## src/rtl/pipeline_hazard_ctrl.sv

```systemverilog
// Hazard and stall sequencer for the 5-stage pipeline: load-use stalls, branch
// flushes, and a pipeline freeze with watchdog while data memory is busy.
module pipeline_hazard_ctrl #(
  parameter int MEM_TIMEOUT = 64,
  parameter int CNT_W       = 16
) (
  input  logic             CLK,
  input  logic             reset,
  input  logic [4:0]       id_rs,
  input  logic [4:0]       id_rt,
  input  logic             id_use_rs,
  input  logic             id_use_rt,
  input  logic             ex_mem_read,
  input  logic [4:0]       ex_rd,
  input  logic             ex_branch_taken,
  input  logic             mem_req,
  input  logic             mem_ready,
  output logic             pc_en,
  output logic             ifid_en,
  output logic             ifid_flush,
  output logic             idex_flush,
  output logic             pipe_en,
  output logic             mem_error,
  output logic [CNT_W-1:0] stall_cnt,
  output logic [CNT_W-1:0] flush_cnt
);

  typedef enum logic {RUN, WAIT_MEM} state_e;

  state_e           state_q, state_d;
  logic [7:0]       timer_q, timer_d;
  logic             mem_error_q, mem_error_d;
  logic [CNT_W-1:0] stall_cnt_q, flush_cnt_q;
  logic             load_use, timeout, freeze;

  always_comb begin
    load_use = ex_mem_read && (ex_rd != 5'd0) &&
               ((id_use_rs && (id_rs == ex_rd)) || (id_use_rt && (id_rt == ex_rd)));
    timeout  = (state_q == WAIT_MEM) && !mem_ready && (timer_q == 8'(MEM_TIMEOUT));
    // In WAIT_MEM the exit cycle (ready or timeout) falls back to RUN rules
    // with the memory request ignored, so the freeze lifts in that same cycle.
    if (state_q == RUN)
      freeze = mem_req && !mem_ready;
    else
      freeze = !mem_ready && !timeout;
  end

  always_comb begin
    state_d     = state_q;
    timer_d     = timer_q;
    mem_error_d = mem_error_q;
    case (state_q)
      RUN: begin
        if (freeze) begin
          state_d = WAIT_MEM;
          timer_d = 8'd1;
        end
      end
      WAIT_MEM: begin
        if (mem_ready) begin
          state_d = RUN;
          timer_d = 8'd0;
        end else if (timeout) begin
          state_d     = RUN;
          timer_d     = 8'd0;
          mem_error_d = 1'b1;
        end else begin
          timer_d = timer_q + 8'd1;
        end
      end
      default: begin
        state_d = RUN;
        timer_d = 8'd0;
      end
    endcase
  end

  always_comb begin
    pc_en      = 1'b1;
    ifid_en    = 1'b1;
    ifid_flush = 1'b0;
    idex_flush = 1'b0;
    pipe_en    = 1'b1;
    if (!reset) begin
      pc_en      = 1'b0;
      ifid_en    = 1'b0;
      ifid_flush = 1'b1;
      idex_flush = 1'b1;
      pipe_en    = 1'b0;
    end else if (freeze) begin
      pc_en   = 1'b0;
      ifid_en = 1'b0;
      pipe_en = 1'b0;
    end else if (ex_branch_taken) begin
      ifid_flush = 1'b1;
      idex_flush = 1'b1;
    end else if (load_use) begin
      pc_en      = 1'b0;
      ifid_en    = 1'b0;
      idex_flush = 1'b1;
    end
  end

  always_ff @(posedge CLK or negedge reset) begin
    if (!reset) begin
      state_q     <= RUN;
      timer_q     <= 8'd0;
      mem_error_q <= 1'b0;
      stall_cnt_q <= '0;
      flush_cnt_q <= '0;
    end else begin
      state_q     <= state_d;
      timer_q     <= timer_d;
      mem_error_q <= mem_error_d;
      if (!pc_en && (stall_cnt_q != '1))
        stall_cnt_q <= stall_cnt_q + 1'b1;
      if (ifid_flush && (flush_cnt_q != '1))
        flush_cnt_q <= flush_cnt_q + 1'b1;
    end
  end

  assign mem_error = mem_error_q;
  assign stall_cnt = stall_cnt_q;
  assign flush_cnt = flush_cnt_q;

endmodule

```

## config.mk

```make
export PLATFORM = sky130hd
export DESIGN_NAME = pipeline_hazard_ctrl
export DESIGN_NICKNAME = d
export VERILOG_FILES = /design/src/rtl/pipeline_hazard_ctrl.sv
export SDC_FILE = /design/constraint.sdc
export NUM_CORES = 1
export LEC_CHECK = 0
export BUFFER_PORTS_ARGS = -buffer_cell sky130_fd_sc_hd__buf_4
export CORE_UTILIZATION = 40
export CTS_CLUSTER_DIAMETER = 80
export DETAILED_ROUTE_END_ITERATION = 6
export HOLD_SLACK_MARGIN = 0.02
export SLEW_MARGIN = 15
export SYNTH_ARGS = -nofsm -noshare
export SYNTH_HDL_FRONTEND = slang
export SYNTH_SLANG_ARGS = --single-unit
export TNS_END_PERCENT = 50
```

## constraint.sdc

```tcl
create_clock -name CLK -period 2.1 [get_ports CLK]
set_clock_uncertainty 0.05 [all_clocks]
set_input_delay 0.105 -clock CLK [delete_from_list [all_inputs] [get_ports CLK]]
set_output_delay 0.105 -clock CLK [all_outputs]
set_load 0.005 [all_outputs]
```

==> metrics.txt <==
status=finished, violations left; failing checks=setup timing; Filler Cell Count=457; DRT Pass-1 Iters=4; power per cell area=779 nW/um2; Clock Path Buffers=2; final setup vio count=8; grt total ovfl=0; Slew @ Worst Pin=~0.52 ns; Die Footprint=5780 um2; final core area utilization=59.7%; via density per instance=5.01; Avg Synthesized Cell Area=10.4 um2; Placed Area=2820 um2; Synth Instances=210; Max VDD drop=0.000582 V; Hold Violations, Final=0; Total GRT Usage=18.2%; Root Buffer=clkbuf_8; CTS clk-pin slew, worst paths=about 0.080 ns; area grow syn2layout=41.6%; via count=1852; Antenna Nets Post-Route=0; CTS Buf Count=5; max frequency=roughly 450 MHz; Sum Neg Setup Slack=-0.440 ns; CP startpoint kind=flip-flop; pre-CTS setup slack=-0.0354 ns; post-DP HPWL=3.57 mm; Yosys reg bits=42; sequential-to-total area share from yosys stat=47.9%; Mapped Area=2190 um2; I/O pins=61; initial antenna violation count=0; critical path arrival=2.05 ns; main flop type after synthesis=dfrtp_1; Crit Path Category=flip-flop to output pin; core area=5200 um2; nets=326; Starting Density=42.1%; Worst-Skew Late Latency=about 0.29 ns; max_cap viols=0; fin crit period=2.21 ns; Final Cell Area=3110 um2; total of warnings raised by yosys=0; CTS tree=done; Cell variety after synth=39; Pwr Total=0.00242 W; share of cells above drive strength 1=38.3%; number of remaining DRC errors=0; Post-synth EDFFs=0; Site Rows=26; port bufs=60; asr flop ratio synth=100%; DIE WIDTH=between 70 and 80 um; worst-path fanout max=4; largest net degree at the start of global routing=34; unrepaired setup endpoints after global routing=yes; CTS sink cnt=42; Critical Path Sink Type=output pin; Routed wire per std cell=13.5 um; routability congestion estimate=0.831; Tcrit/Tclk final=105%; H-tree level count=2; total wire length=5.01 mm; final setup margin=-0.106 ns; Die Y=approximately 76 um; first-pass GRT wire length=between 8 and 9 mm; Hold Path Class=primary input to async pin; leak pwr=1.46 nW; Worst slew margin=65.6%; Inserted Diodes=0; Slew Viols, Final=0; Syn Nets=237; vias in the first global route=1786; WP data required=between 1.5 and 2 ns; Initial DRC Count=52
[area by class of cell]
cell class,count,area [um2],share of cell area (%)
multi-input combinational,157,1180,37.9
sequential,42,1050,33.8
timing repair buffer,86,674,21.7
tap,70,87.6,2.82
clock buffer,7,86.3,2.78
inverter,7,26.3,0.846
clock inverter,1,5.00,0.161
[worst max-delay path, cell delays in order (launching register included)]
cell and delay, ns:
dfrtp_1 0.36, inv_2 0.06, ha_4 0.15, and4bb_2 0.25, a311oi_4 0.34, buf_4 0.19
o21ai_4 0.06, or2_4 0.23, buf_6 0.11
[logic make-up (layout without fill, tap and decap cells)]
kind of cell | after synthesis | in the layout | share of synthesized area [%]
muxes | 2 | 2 | 1.03
buffers and inverters | 11 | 101 | 2.57
adders and majority gates | 4 | 4 | 2.28
xor gates and xnor gates | 42 | 42 | 16.8
and+or+nand+nor | 90 | 90 | 22.7
AOI/OAI and AO/OA | 19 | 19 | 6.73
DFF | 42 | 42 | 47.9
[metal layers]
metal	vias to the layer above	share of wire, %	GRT usage (%)
met4	0	1.1	6.35
li1	916	-	-
met3	6	4.1	3.71
met5	-	0	0
met2	45	48	28.2
met1	885	47	25.4
[cells in the final DEF (no fill, tap or decap), types with 3 or more instances in the layout]
| master | instances |
|---|---|
| nand2_1 | 13 |
| nand4_1 | 11 |
| nand3_2 | 5 |
| buf_6 | 7 |
| buf_4 | 78 |
| xor2_1 | 15 |
| inv_1 | 4 |
| nand3_1 | 16 |
| and3_1 | 10 |
| dfrtp_1 | 42 |
| and4_1 | 4 |
| inv_2 | 3 |
| nor2_1 | 14 |
| xnor2_1 | 25 |
| ha_1 | 3 |
| o21ai_0 | 11 |
| clkbuf_8 | 6 |
[synthesized netlist by cell type (4+ instances only)]
cell type / instances / share of area [%]
and3_1: 10 / 2.9
and4_1: 4 / 1.6
dfrtp_1: 42 / 48
ha_1: 4 / 2.3
inv_1: 7 / 1.2
nand2_1: 13 / 2.2
nand3_1: 22 / 5.0
nand4_1: 11 / 3.1
nor2_1: 14 / 2.4
o21ai_0: 11 / 2.5
xnor2_1: 27 / 11
xor2_1: 15 / 6.0
[path summary, 6_finish.rpt]
path / start / endpoint / slack, ns / cells after the start
min reg2reg: mem_error / mem_error / 0.42 / 1
max in group asynchronous: reset / timer_q[0] / 1.21 / 3
min: reset / state_q / 0.14 / 2
max: timer_q[0] / idex_flush / -0.11 / 8
max reg2reg: timer_q[0] / stall_cnt[1] / -0.10 / 10
min in group CLK: mem_ready / state_q / 0.19 / 4
[state kept, by name (all words and copies together) (netlist names)]
signal and flops:
state_q 1, mem_error 1, timer_q 8, stall_cnt 16
flush_cnt 16
[power by group]
group	switching (W)	internal, W
registers	0.000186	0.000951
logic	0.000285	0.000460
clock network	0.000273	0.000266
[through the flow]
stage               cells  hold WS (ns)
detailed placement    352       -0.0927
CTS                   365        0.0794
finish                370         0.141
global placement      352       -0.0957
floorplan             210        -0.241
global route          370         0.168
[what timing repair did]
item,4_1_cts,5_1_grt
endpoints found under the setup margin,7,23
pin swaps,1,7
hold endpoints to repair,42,0
buffers inserted,4,4
resized for setup,3,25
hold buffers,1,0
cloned,0,1
(Power assumes the default switching activity.)
